===== config.mk =====
export PLATFORM = sky130hd
export DESIGN_NAME = spi_exchange_ctrl
export DESIGN_NICKNAME = d
export VERILOG_FILES = /design/src/rtl/spi_exchange_ctrl_pkg.sv /design/src/rtl/spi_exchange_ctrl_byte_counter.sv /design/src/rtl/spi_exchange_ctrl.sv
export SDC_FILE = /design/constraint.sdc
export NUM_CORES = 1
export LEC_CHECK = 0
export BUFFER_PORTS_ARGS = -buffer_cell sky130_fd_sc_hd__buf_2
export CAP_MARGIN = 0
export CORE_ASPECT_RATIO = 1.1
export CORE_MARGIN = 3
export CORE_UTILIZATION = 50
export CTS_BUF_LIST = sky130_fd_sc_hd__clkbuf_2 sky130_fd_sc_hd__clkbuf_4 sky130_fd_sc_hd__clkbuf_8
export DETAILED_ROUTE_END_ITERATION = 7
export GPL_TIMING_DRIVEN = 0
export PLACE_DENSITY = 0.85
export SYNTH_ARGS = -nofsm -noshare
export SYNTH_HDL_FRONTEND = slang
export SYNTH_SLANG_ARGS = --single-unit

===== constraint.sdc =====
create_clock -name clk -period 1.5 [get_ports clk]
set_input_delay 0.375 -clock clk [delete_from_list [all_inputs] [get_ports clk]]
set_output_delay 0.375 -clock clk [all_outputs]
set_load 0.02 [all_outputs]

===== src/rtl/spi_exchange_ctrl_pkg.sv =====
// Shared definitions for the SPI ping-pong exchange sequencer: FSM encoding
// and the width derivations used by the top and the byte counter.
package spi_exchange_ctrl_pkg;

    typedef enum logic [1:0] {
        ST_IDLE    = 2'd0,
        ST_RECEIVE = 2'd1,
        ST_PENDING = 2'd2
    } state_t;

    function automatic int bytes_per_word(input int data_width, input int spi_data_width);
        return data_width / spi_data_width;
    endfunction

    // Address width for a given depth, never narrower than one bit.
    function automatic int addr_width(input int depth);
        return (depth > 1) ? $clog2(depth) : 1;
    endfunction

endpackage


===== src/rtl/spi_exchange_ctrl_byte_counter.sv =====
// SPI byte strobe generation and word/byte addressing within one frame.
// Bytes beyond a complete frame are flagged instead of written.
module spi_byte_counter
    import spi_exchange_ctrl_pkg::*;
#(
    parameter int BYTES    = 4,
    parameter int BUF_SIZE = 10
) (
    input  logic                          clk,
    input  logic                          rst,
    input  logic                          spi_ready,
    input  logic                          clear,
    input  logic                          active,
    output logic [addr_width(BUF_SIZE)-1:0] word_addr,
    output logic [addr_width(BYTES)-1:0]    byte_sel,
    output logic                          byte_we,
    output logic                          complete,
    output logic                          excess
);

    localparam int WA_W = addr_width(BUF_SIZE);
    localparam int BS_W = addr_width(BYTES);

    logic            ready_reg;
    logic            pend_reg;
    logic            complete_reg;
    logic [WA_W-1:0] word_addr_reg;
    logic [BS_W-1:0] byte_sel_reg;

    always_ff @(posedge clk or negedge rst) begin
        if (!rst) begin
            ready_reg <= 1'b0;
            pend_reg  <= 1'b0;
        end else begin
            ready_reg <= spi_ready;
            pend_reg  <= spi_ready & ~ready_reg;
        end
    end

    assign byte_we  = pend_reg & active & ~complete_reg;
    assign excess   = pend_reg & active & complete_reg;
    assign complete = complete_reg;

    // The strobe is issued with the current address; the address advances
    // on the same clock edge that ends the strobe cycle.
    always_ff @(posedge clk or negedge rst) begin
        if (!rst) begin
            word_addr_reg <= '0;
            byte_sel_reg  <= '0;
            complete_reg  <= 1'b0;
        end else if (clear) begin
            word_addr_reg <= '0;
            byte_sel_reg  <= '0;
            complete_reg  <= 1'b0;
        end else if (byte_we) begin
            if (byte_sel_reg == BS_W'(BYTES - 1)) begin
                if (word_addr_reg == WA_W'(BUF_SIZE - 1)) begin
                    complete_reg <= 1'b1;
                end else begin
                    word_addr_reg <= word_addr_reg + 1'b1;
                    byte_sel_reg  <= '0;
                end
            end else begin
                byte_sel_reg <= byte_sel_reg + 1'b1;
            end
        end
    end

    assign word_addr = word_addr_reg;
    assign byte_sel  = byte_sel_reg;

endmodule


===== src/rtl/spi_exchange_ctrl.sv =====
// Ping-pong bank sequencer between an SPI slave and a processing unit.
// Banks swap only once a full SPI frame is held and the processor released its bank.
module spi_exchange_ctrl
    import spi_exchange_ctrl_pkg::*;
#(
    parameter int DATA_WIDTH     = 32,
    parameter int SPI_DATA_WIDTH = 8,
    parameter int BUF_SIZE       = 10
) (
    input  logic clk,
    input  logic rst,
    input  logic spi_cs,
    input  logic spi_ready,
    input  logic pu_wr,
    input  logic pu_oe,
    input  logic pu_release,
    output logic bank_sel,
    output logic [addr_width(BUF_SIZE)-1:0] spi_word_addr,
    output logic [addr_width(bytes_per_word(DATA_WIDTH, SPI_DATA_WIDTH))-1:0] spi_byte_sel,
    output logic spi_byte_we,
    output logic [addr_width(BUF_SIZE)-1:0] pu_addr,
    output logic pu_full,
    output logic swap,
    output logic overrun,
    output logic frame_err
);

    localparam int BYTES = bytes_per_word(DATA_WIDTH, SPI_DATA_WIDTH);
    localparam int WA_W  = addr_width(BUF_SIZE);

    state_t          state_reg, state_next;
    logic            cs_reg, strobe_reg;
    logic            released_reg, held_reg, swap_reg, bank_reg;
    logic            overrun_reg, frame_err_reg, pu_full_reg;
    logic [WA_W-1:0] pu_addr_reg;

    logic cs_rise, cs_fall, release_seen;
    logic start, swap_next, set_held, set_overrun, set_err;
    logic frame_complete, excess_byte;

    assign cs_rise      = spi_cs & ~cs_reg;
    assign cs_fall      = ~spi_cs & cs_reg;
    assign release_seen = released_reg | pu_release;

    spi_byte_counter #(
        .BYTES    (BYTES),
        .BUF_SIZE (BUF_SIZE)
    ) u_byte_counter (
        .clk       (clk),
        .rst       (rst),
        .spi_ready (spi_ready),
        .clear     (start),
        .active    (state_reg == ST_RECEIVE),
        .word_addr (spi_word_addr),
        .byte_sel  (spi_byte_sel),
        .byte_we   (spi_byte_we),
        .complete  (frame_complete),
        .excess    (excess_byte)
    );

    always_ff @(posedge clk or negedge rst) begin
        if (!rst) state_reg <= ST_IDLE;
        else      state_reg <= state_next;
    end

    always_comb begin
        state_next  = state_reg;
        start       = 1'b0;
        swap_next   = 1'b0;
        set_held    = 1'b0;
        set_overrun = 1'b0;
        set_err     = excess_byte;
        case (state_reg)
            ST_IDLE: begin
                if (cs_rise) begin
                    start       = 1'b1;
                    state_next  = ST_RECEIVE;
                    set_overrun = held_reg;
                end
            end
            ST_RECEIVE: begin
                if (cs_fall) begin
                    if (frame_complete) begin
                        state_next = ST_PENDING;
                        set_held   = 1'b1;
                    end else begin
                        state_next = ST_IDLE;
                        set_err    = 1'b1;
                    end
                end
            end
            ST_PENDING: begin
                // A coinciding new frame is not lost: it starts after the swap.
                if (release_seen) begin
                    swap_next  = 1'b1;
                    state_next = cs_rise ? ST_RECEIVE : ST_IDLE;
                    start      = cs_rise;
                end else if (cs_rise) begin
                    start       = 1'b1;
                    state_next  = ST_RECEIVE;
                    set_overrun = 1'b1;
                end
            end
            default: state_next = ST_IDLE;
        endcase
    end

    always_ff @(posedge clk or negedge rst) begin
        if (!rst) begin
            cs_reg        <= 1'b0;
            strobe_reg    <= 1'b0;
            released_reg  <= 1'b0;
            held_reg      <= 1'b0;
            swap_reg      <= 1'b0;
            bank_reg      <= 1'b0;
            overrun_reg   <= 1'b0;
            frame_err_reg <= 1'b0;
            pu_full_reg   <= 1'b0;
            pu_addr_reg   <= '0;
        end else begin
            cs_reg        <= spi_cs;
            strobe_reg    <= pu_wr | pu_oe;
            swap_reg      <= swap_next;
            overrun_reg   <= overrun_reg | set_overrun;
            frame_err_reg <= frame_err_reg | set_err;
            if (swap_next)     held_reg <= 1'b0;
            else if (set_held) held_reg <= 1'b1;
            // A release landing in the swap cycle is absorbed by that swap.
            if (swap_reg) begin
                released_reg <= 1'b0;
                bank_reg     <= ~bank_reg;
                pu_addr_reg  <= '0;
                pu_full_reg  <= 1'b0;
            end else begin
                released_reg <= released_reg | pu_release;
                if (strobe_reg && !(pu_wr | pu_oe) && !pu_full_reg) begin
                    if (pu_addr_reg == WA_W'(BUF_SIZE - 1)) pu_full_reg <= 1'b1;
                    else                                   pu_addr_reg <= pu_addr_reg + 1'b1;
                end
            end
        end
    end

    assign bank_sel  = bank_reg;
    assign swap      = swap_reg;
    assign overrun   = overrun_reg;
    assign frame_err = frame_err_reg;
    assign pu_addr   = pu_addr_reg;
    assign pu_full   = pu_full_reg;

endmodule

# After elaboration in Yosys (flattened, before gate mapping)
# Index checks and enable logic that the tools add are counted.
[totals] regBits=24 latchBits=0 mem_bits_rw=0 rom_bits=0 out_inout_bits=16 memories=0
[classes] n_addsub=3 mul=0 div=0 order_cmp=0 n_eq_ne=9 shift=0 mux=41 n_bitwise=15 reduce_logical=16
[op_table] cell="4-bit two-way mux" n=7
[op_table] cell="1-bit two-way mux" n=23
[op_table] cell="2-bit two-way mux" n=8
[op_table] cell="2-bit nonzero test" n=6
[op_table] cell="4-bit by 1-bit adder with 4-bit output (second input constant)" n=2
[op_table] cell="4-bit equality test (second input constant)" n=2
[op_table] cell="1-bit AND" n=6
[op_table] cell="2-bit != test (second input constant)" n=3
[op_table] cell="2-bit case mux with 3 select lines" n=1
[op_table] cell="2-bit AND reduction" n=3
[op_table] cell="3-bit AND reduction" n=2
[op_table] cell="1-bit inverter" n=5
[op_table] cell="2-bit equality test (second input constant)" n=2
[op_table] cell="1-bit OR" n=4
[op_table] cell="1-bit case mux with 2 select lines" n=2
[op_table] cell="3-bit != test (second input constant)" n=1
[op_table] cell="2-bit by 1-bit adder with 2-bit output (second input constant)" n=1
[op_table] cell="2-bit by 1-bit equality test with 1-bit output (second input constant)" n=1
[op_table] cell="1-bit logical AND" n=2
[op_table] cell="1-bit zero test" n=2
[op_table] cell="2-bit zero test" n=1

# Logic depth before layout (Yosys ltp)
# Gate-level depths: netlist of run 1.
[logic_depth] ltp_word=7 depth_mapped=5 depth_no_buf=5

# Modules after synthesis
# A second synthesis of run 1 with hierarchy kept.
[hier_totals] hier_cells=107 area_unflattened_um2=1174.9
[modules_own_cells] module="spi_exchange_ctrl" instances=1 cells_per_inst=62 area_each_um2=684.4 seq_area_each_um2=375.4
[modules_own_cells] module="spi_byte_counter" instances=1 cells_per_inst=45 area_each_um2=490.5 seq_area_each_um2=225.2

# Worst setup path after synthesis of run 1
# No wires, ideal clock.
[synth_timing] path_kind="reg2reg" startpoint="register u_byte_counter.word_addr_reg[1], in the netlist u_byte_counter.word_addr[1]" endpoint="register u_byte_counter.word_addr_reg[1], in the netlist u_byte_counter.word_addr[1]" arrival_time_ns=1.519 t_required_ns=1.375 slack_ns=-0.144 stages_incl_launch_ff=6 n_path_buf=0 synth_period_minus_slack_ns=1.644 path_cell_list="dfrtp_1 -> inv_1 -> ha_1 -> and3b_1 -> nor3_1 -> mux2_2"
[synth_via] elab_chain_len=5 elab_cells_between_ends=8 classes_between="add/sub (1); eq/ne (2); mux (4); reduce/logical (1)"
[synth_rtl] item="start: declaration" line="spi_exchange_ctrl_byte_counter.sv:27" text="logic [WA_W-1:0] word_addr_reg;"
[synth_rtl] item="start signal: assignment" line="spi_exchange_ctrl_byte_counter.sv:60" text="word_addr_reg <= word_addr_reg + 1'b1;"
[synth_rtl] item="4-bit by 1-bit adder with 4-bit output" line="spi_exchange_ctrl_byte_counter.sv:60"
[synth_rtl] item="4-bit two-way mux" line="spi_exchange_ctrl_byte_counter.sv:57" text="if (word_addr_reg == WA_W'(BUF_SIZE - 1)) begin"
[synth_rtl] item="4-bit two-way mux" line="spi_exchange_ctrl_byte_counter.sv:56" text="if (byte_sel_reg == BS_W'(BYTES - 1)) begin"
[synth_rtl] item="4-bit two-way mux" line="spi_exchange_ctrl_byte_counter.sv:55" text="end else if (byte_we) begin"
[synth_rtl] item="4-bit two-way mux" line="spi_exchange_ctrl_byte_counter.sv:51" text="end else if (clear) begin"
# Parallel ways exist; a longest one is shown, timed or not. The select of a mux whose other input is x is not followed.
# A chain may end at the register's enable or synchronous reset.

# Worst setup path in the final report of run 1
[layout_timing] startpoint="register u_byte_counter.complete_reg, in the netlist u_byte_counter.complete" endpoint="output spi_byte_we"
[layout_via] elab_chain_len=2
[layout_rtl] item="start: declaration" line="spi_exchange_ctrl_byte_counter.sv:26" text="logic complete_reg;"
[layout_rtl] item="start signal: assignment" line="spi_exchange_ctrl_byte_counter.sv:50" text="complete_reg <= 1'b0;"
[layout_rtl] item="start signal: assignment" line="spi_exchange_ctrl_byte_counter.sv:54" text="complete_reg <= 1'b0;"
[layout_rtl] item="start signal: assignment" line="spi_exchange_ctrl_byte_counter.sv:58" text="complete_reg <= 1'b1;"
[layout_rtl] item="1-bit inverter" line="spi_exchange_ctrl_byte_counter.sv:40" text="assign byte_we = pend_reg & active & ~complete_reg;"
[layout_rtl] item="1-bit AND" line="spi_exchange_ctrl_byte_counter.sv:40"
[layout_rtl] item="end: declaration" line="spi_exchange_ctrl.sv:20" text="output logic spi_byte_we,"
# No other way between the ends.

==> results of run 1 <==
Yosys cell counts, types with 3 or more instances:
cell type   n  area (µm²)
ha_1        5        62.6
or3_1       3        18.8
dfrtp_1    24         601
inv_1       7        26.3
o21ai_0     8        40.0
mux2i_1     3        30.0
nand3_1     3        15.0
nor2_1      8        30.0
clkbuf_1    3        11.3
nand2_1     7        26.3
a21oi_1     9        45.0
cells by family after synthesis:
group / synth area share
and+or+nand+nor: 0.187
AOI/OAI and AO/OA: 0.136
DFF: 0.541
buffers and inverters: 0.0338
adders and majority gates: 0.0564
muxes: 0.0372
xor gates and xnor gates: 0.00789
per-layer routing:
| metal | vias up | wire, µm | GRT usage |
|---|---|---|---|
| met5 | - | 0 | 0 |
| met4 | 0 | 18 | 0.0500 |
| met3 | 2 | 81 | 0.0350 |
| met2 | 22 | 1360 | 0.315 |
| met1 | 456 | 1060 | 0.210 |
| li1 | 450 | - | - |
power groups by stage:
stage / Combinational, mW / Sequential (mW) / Clock (mW)
6_report: 0.627 / 0.864 / 0.306
5_1_grt: 0.683 / 0.880 / 0.336
4_1_cts: 0.539 / 0.864 / 0.314
3_5_place_dp: 0.492 / 0.880 / 0
3_3_place_gp: 0.469 / 0.867 / 0
2_1_floorplan: 0.202 / 0.980 / 0
final cells by class:
type	instances	area, µm²	share of cell area
timing repair buffer	36	225	0.152
inverter	7	26.3	0.0178
clock buffer	4	30.0	0.0203
tap	28	35.0	0.0237
buffer	1	3.75	0.00254
multi-input combinational	72	553	0.374
sequential	24	606	0.409
final timing paths:
| path | start | slack (ns) | end |
|---|---|---|---|
| min in group clk | spi_ready | 0.16 | u_byte_counter.ready_reg$_DFF_PN0_ |
| setup / recovery | u_byte_counter.complete$_DFFE_PN0P_ | -0.08 | spi_byte_we |
| setup reg to reg | pu_full$_DFFE_PN0P_ | -0.01 | pu_addr[1]$_DFFE_PN0P_ |
| max in group asynchronous | rst | 1.12 | state_reg[0]$_DFFE_PN0P_ |
| hold / removal | rst | 0.009 | state_reg[1]$_DFFE_PN0P_ |
| hold reg to reg | u_byte_counter.ready_reg$_DFF_PN0_ | 0.41 | u_byte_counter.pend_reg$_DFF_PN0_ |
worst max-delay path, delay by kind of cell, from the launching register on:
kind,cells,cell delay (ns)
buffers and inverters,2,0.22
flip-flops,1,0.43
AND/OR/NAND/NOR,1,0.26
repair_timing:
| action | 4_1_cts | 5_1_grt |
|---|---|---|
| resized for setup | 15 | 8 |
| setup endpoints to repair | 8 | 9 |
| pin swaps | 5 | 4 |
| setup buffers | 10 | 4 |
| hold buffers | 0 | 0 |
through the flow:
step / cell area, µm² / util
CTS: 1410 / 0.683
finish: 1480 / 0.717
global route: 1480 / 0.717
floorplan: 1120 / -
global placement: 1260 / 0.612
detailed placement: 1260 / 0.612
==> impl_results.md, run 1 <==
* Run status: finished with violations
* Failing checks: setup timing
* Worst EP required at 1.12 ns
* CP endpoint kind: output port
* Netlist Area Pre-Place at 1110 µm²
* Number of flops mapped to enable cells by yosys at 0
* Detailed-route via count at 930
* #FFs+latches synth at 24
* Starting Density at 0.538
* Root buf cell: clkbuf_4
* Setup TNS at -0.103 ns
* Vias in the first global route at 881
* Tot Pwr at 1.80 mW
* Layout net count at 157
* Crit path cell chain: nand4bb_4, inv_2, buf_6
* Num rows at 17
* Final Non-Filler Cells at 172
* Gate power share at 0.349
* Pins over their slew limit at 0
* Post-Route Skew at 0.0127 ns
* Commonest non-fill, non-tap cell in the layout: buf_2
* Worst-case clock buffer depth at 2
* First-pass GRT wire length at 3.88 mm
* Share of layout cells above drive strength 1 at 0.431
* Critical path type: reg2out
* Sw Pwr at 0.651 mW
* Pre-CTS setup slack at -0.146 ns
* Sequential power share at 0.481
* Sequential-to-total area share from yosys stat at 0.541
* Clock share of power at 0.170
* Worst-margin pin slew at 0.502 ns
* Power per cell area at 1220 nW/µm²
* Asr flop ratio synth at 1.00
* Final setup violation count at 4
* Clock tree from TritonCTS: yes
* 1st-iter DRT viols at 18
* HPWL after detailed placement at 1.55 mm
* Total GRT Usage at 0.177
* Most frequent cells in the layout: 21 x buf_2, 20 x dfrtp_1, 13 x buf_4
* Fin. Hold Viols at 0
* Core box area at 2060 µm²
* H-Tree Depth at 1
* RSZ-0062 raised after global routing: true
* Number of distinct library cells after synthesis at 31
* Number of max-cap violations at 0
* Io pins at 23
* Synth Warn # at 0
* Final GP Congestion at 0.711
* Area growth from synthesis to layout at 33.3%
* Largest net degree at the start of global routing at 25
* GRT Residual Overflow at 0
* Share of the clock period used by the worst path at 1.05
* Sw Ratio at 0.362
* # fillers at 152
* Critical Path Fanout Max at 2
* # port buffers at 22
* Peak supply drop at 0.730 mV
* Kind of start point of the critical path: flop
* Die Y at 55.4 µm
* Crit path DAT at 1.20 ns
* Antenna violations before repair at 0
* Post-route ant nets at 0
* Internal at 1.15 mW
* Total CTS buffers at 3
* DRT Pass-1 Iters at 4
* CTS clk-pin slew, worst paths at 0.13 ns
* Hold crit path type: in2async
* Synthesized area per cell at 10.5 µm²
* Worst R2R Path Depth at 3
* Slew HR at 0.665
* Clk_lat worst skew at 0.31 ns
* Fmax at 0.633 GHz
* Inserted Diodes at 0
* Top FF cell, synth: dfrtp_1
* Clk sinks at 24
* Post-Synthesis Cells at 106
* DR WL/cell at 14.6 µm
* Final hold slack at 0.00902 ns
* Leak Pwr at 0.688 nW
* Syn_nets at 118
* CP peak stage delay at 0.43 ns
* Drt drc at 0
* Die width at 50.9 µm
* Placed cells at 156
* Slack of the critical path at -0.0794 ns
* Slowest-stage cell, CP: dfrtp_1
* Post-Route WL at 2.52 mm
* DR vias/cell at 5.41
* Die area at 2820 µm²
* Crit path time final at 1.58 ns
Note: power is estimated with default switching activity, not from simulation.
==> inputs of run 2 (changes only) <==
--- a/config.mk
+++ b/config.mk
@@ -6,7 +6,6 @@
 export NUM_CORES = 1
 export LEC_CHECK = 0
 export BUFFER_PORTS_ARGS = -buffer_cell sky130_fd_sc_hd__buf_2
-export CAP_MARGIN = 0
 export CORE_ASPECT_RATIO = 1.1
 export CORE_MARGIN = 3
 export CORE_UTILIZATION = 50
==> constraint.sdc (replaced) <==
create_clock -name clk -period 1.5 [get_ports clk]
set_input_delay 0.075 -clock clk [delete_from_list [all_inputs] [get_ports clk]]
set_output_delay 0.075 -clock clk [all_outputs]
set_load 0.02 [all_outputs]
==> run 2 against run 1 <==
The run still ends with setup timing left. Worst hold slack improved by 0.019 ns. Final cell count up 0.58%. Sequential power shrank 2%. Design area is 1.0% lower. Fmax increased by 4.4%. Core utilization shrank 0.73 points. Critical endpoint is now pu_addr[3]$_DFFE_PN0P_.
==> impl_results.md, run 2 (synthesized netlist as in run 1, its figures left out) <==
* Clk sinks at 24
* Number of max-cap violations at 0
* Vias in the first global route at 854
* Critical Path Fanout Max at 7
* GRT Residual Overflow at 0
* Routed met2 length at 1.24 mm
* # port buffers at 22
* Leak Pwr at 0.689 nW
* Die Y at 55.4 µm
* Share of layout cells above drive strength 1 at 0.379
* Layout net count at 158
* Largest net degree at the start of global routing at 25
* Fin. Hold Viols at 0
* Slack of the critical path at -0.0135 ns
* Max Used Layer: met4
* Die area at 2820 µm²
* Clock tree from TritonCTS: yes
* Worst-case clock buffer depth at 2
* Pins over their slew limit at 0
* WL met3 at 112 µm
* Tot Pwr at 1.78 mW
* Peak supply drop at 0.730 mV
* Core box area at 2060 µm²
* DR vias/cell at 5.39
* Hold_sp: pu_release
* Antenna violations before repair at 0
* Final setup violation count at 2
* Final GP Congestion at 0.711
* Crit path DAT at 1.76 ns
* Detailed-route via count at 932
* Post-Route WL at 2.39 mm
* Pre-CTS setup slack at -0.112 ns
* Reg-to-reg setup timing slack at -0.01 ns
* Crit path cell chain: or4b_4, or3_4, a21oi_2
* Num rows at 17
* Slew HR at 0.664
* Critical path type: reg2reg
* Worst R2R Path Depth at 3
* Starting Density at 0.538
* 1st-iter DRT viols at 11
* Routed met1 length at 1.01 mm
* RR Endpoint: pu_addr[3]$_DFFE_PN0P_
* CP endpoint kind: flop
* Slowest-stage cell, CP: or4b_4
* Hold depth at 3
* Inserted Diodes at 0
* Buffers and inverters on the worst path at 0
* Crit path time final at 1.51 ns
* Failing checks: setup timing
* DRT Pass-1 Iters at 4
* HPWL after detailed placement at 1.55 mm
* H-Tree Depth at 1
* Run status: finished with violations
* Hold crit path type: in2reg
* Total GRT Usage at 0.165
* Share of the clock period used by the worst path at 1.01
* RSZ-0062 raised after global routing: true
* Top cell family by delay on the critical path: simple AND/OR/NAND/NOR gates
* Total CTS buffers at 3
* Drt drc at 0
* Post-route ant nets at 0
* Worst Hold End: released_reg$_DFF_PN0_
* Io pins at 23
* Most frequent cells in the layout: 22 x buf_2, 20 x dfrtp_1, 9 x buf_4
* Worst EP required at 1.74 ns
* Post-Route Skew at 0.0142 ns
* Reg-to-Reg Start: pu_full$_DFFE_PN0P_
* Power per cell area at 1220 nW/µm²
* Area growth from synthesis to layout at 31.9%
* DR WL/cell at 13.8 µm
* CP peak stage delay at 0.52 ns
* # fillers at 150
* CTS clk-pin slew, worst paths at 0.13 ns
* Die width at 50.9 µm
* Clk_lat worst skew at 0.32 ns
* Worst-margin pin slew at 0.504 ns
* First-pass GRT wire length at 3.65 mm
* Fmax at 0.661 GHz
* Kind of start point of the critical path: flop
* Commonest non-fill, non-tap cell in the layout: buf_2
* Root buf cell: clkbuf_4
[run 2: cell count changes in the layout (fill, tap and decap cells not counted), sizes merged]
cell	previous run	this run
buf	36	31
clkbuf	5	6
dlygate4sd3	0	5
[run 2: what timing repair did]
action / CTS / global route
hold endpoints to repair: 28 / 0
endpoints found under the setup margin: 8 / 6
buffers inserted: 5 / 4
cloned: 0 / 0
pin swaps: 1 / 2
gates resized for setup: 7 / 9
hold buffers: 5 / 0
[run 2: per-layer routing]
metal | global-route usage | vias to the layer above
li1 | - | 454
met1 | 0.199 | 441
met2 | 0.285 | 33
met3 | 0.0350 | 4
met4 | 0.0538 | 0
met5 | 0 | -
[run 2: how the worst max path moves through the flow]
stage	from	endpoint	cells past startpoint
floorplan	u_byte_counter.byte_sel[0]$_DFFE_PN0P_	u_byte_counter.word_addr[1]$_DFFE_PN0P_	4
detailed placement	u_byte_counter.complete$_DFFE_PN0P_	u_byte_counter.word_addr[1]$_DFFE_PN0P_	4
global placement	u_byte_counter.complete$_DFFE_PN0P_	u_byte_counter.word_addr[1]$_DFFE_PN0P_	4
finish	pu_full$_DFFE_PN0P_	pu_addr[3]$_DFFE_PN0P_	3
CTS	pu_full$_DFFE_PN0P_	pu_addr[3]$_DFFE_PN0P_	3
global route	u_byte_counter.complete$_DFFE_PN0P_	u_byte_counter.word_addr[2]$_DFFE_PN0P_	4
[run 2: cell type report]
class / instances / area [µm²] / share of cell area
Buffer: 2 / 17.5 / 0.0120
Clock buffer: 4 / 30.0 / 0.0205
Inverter: 7 / 26.3 / 0.0179
Multi-Input combinational cell: 72 / 522 / 0.356
Sequential cell: 24 / 606 / 0.414
Tap cell: 28 / 35.0 / 0.0239
Timing Repair Buffer: 36 / 228 / 0.156
[run 2: through the flow]
stage	hold slack, ns	util	cells	cell area (µm²)	setup TNS (ns)
2_1_floorplan	-0.221	-	106	1120	-0.00720
3_3_place_gp	0.0777	0.612	156	1260	-0.0822
3_5_place_dp	0.0768	0.612	156	1260	-0.244
4_1_cts	0.0251	0.680	169	1400	-0.00943
5_1_grt	0.0514	0.710	173	1460	-0.237
6_report	0.0276	0.710	173	1460	-0.0161
[run 2: power by group]
part	internal (mW)	switching, mW
Combinational	0.260	0.357
Sequential	0.755	0.0965
Clock	0.122	0.188
[run 2: worst reg2reg max path: cells and delay by family, from the launching register on]
family	cells	cell delay, ns
compound gates	1	0.12
flops	1	0.42
simple gates	2	0.91
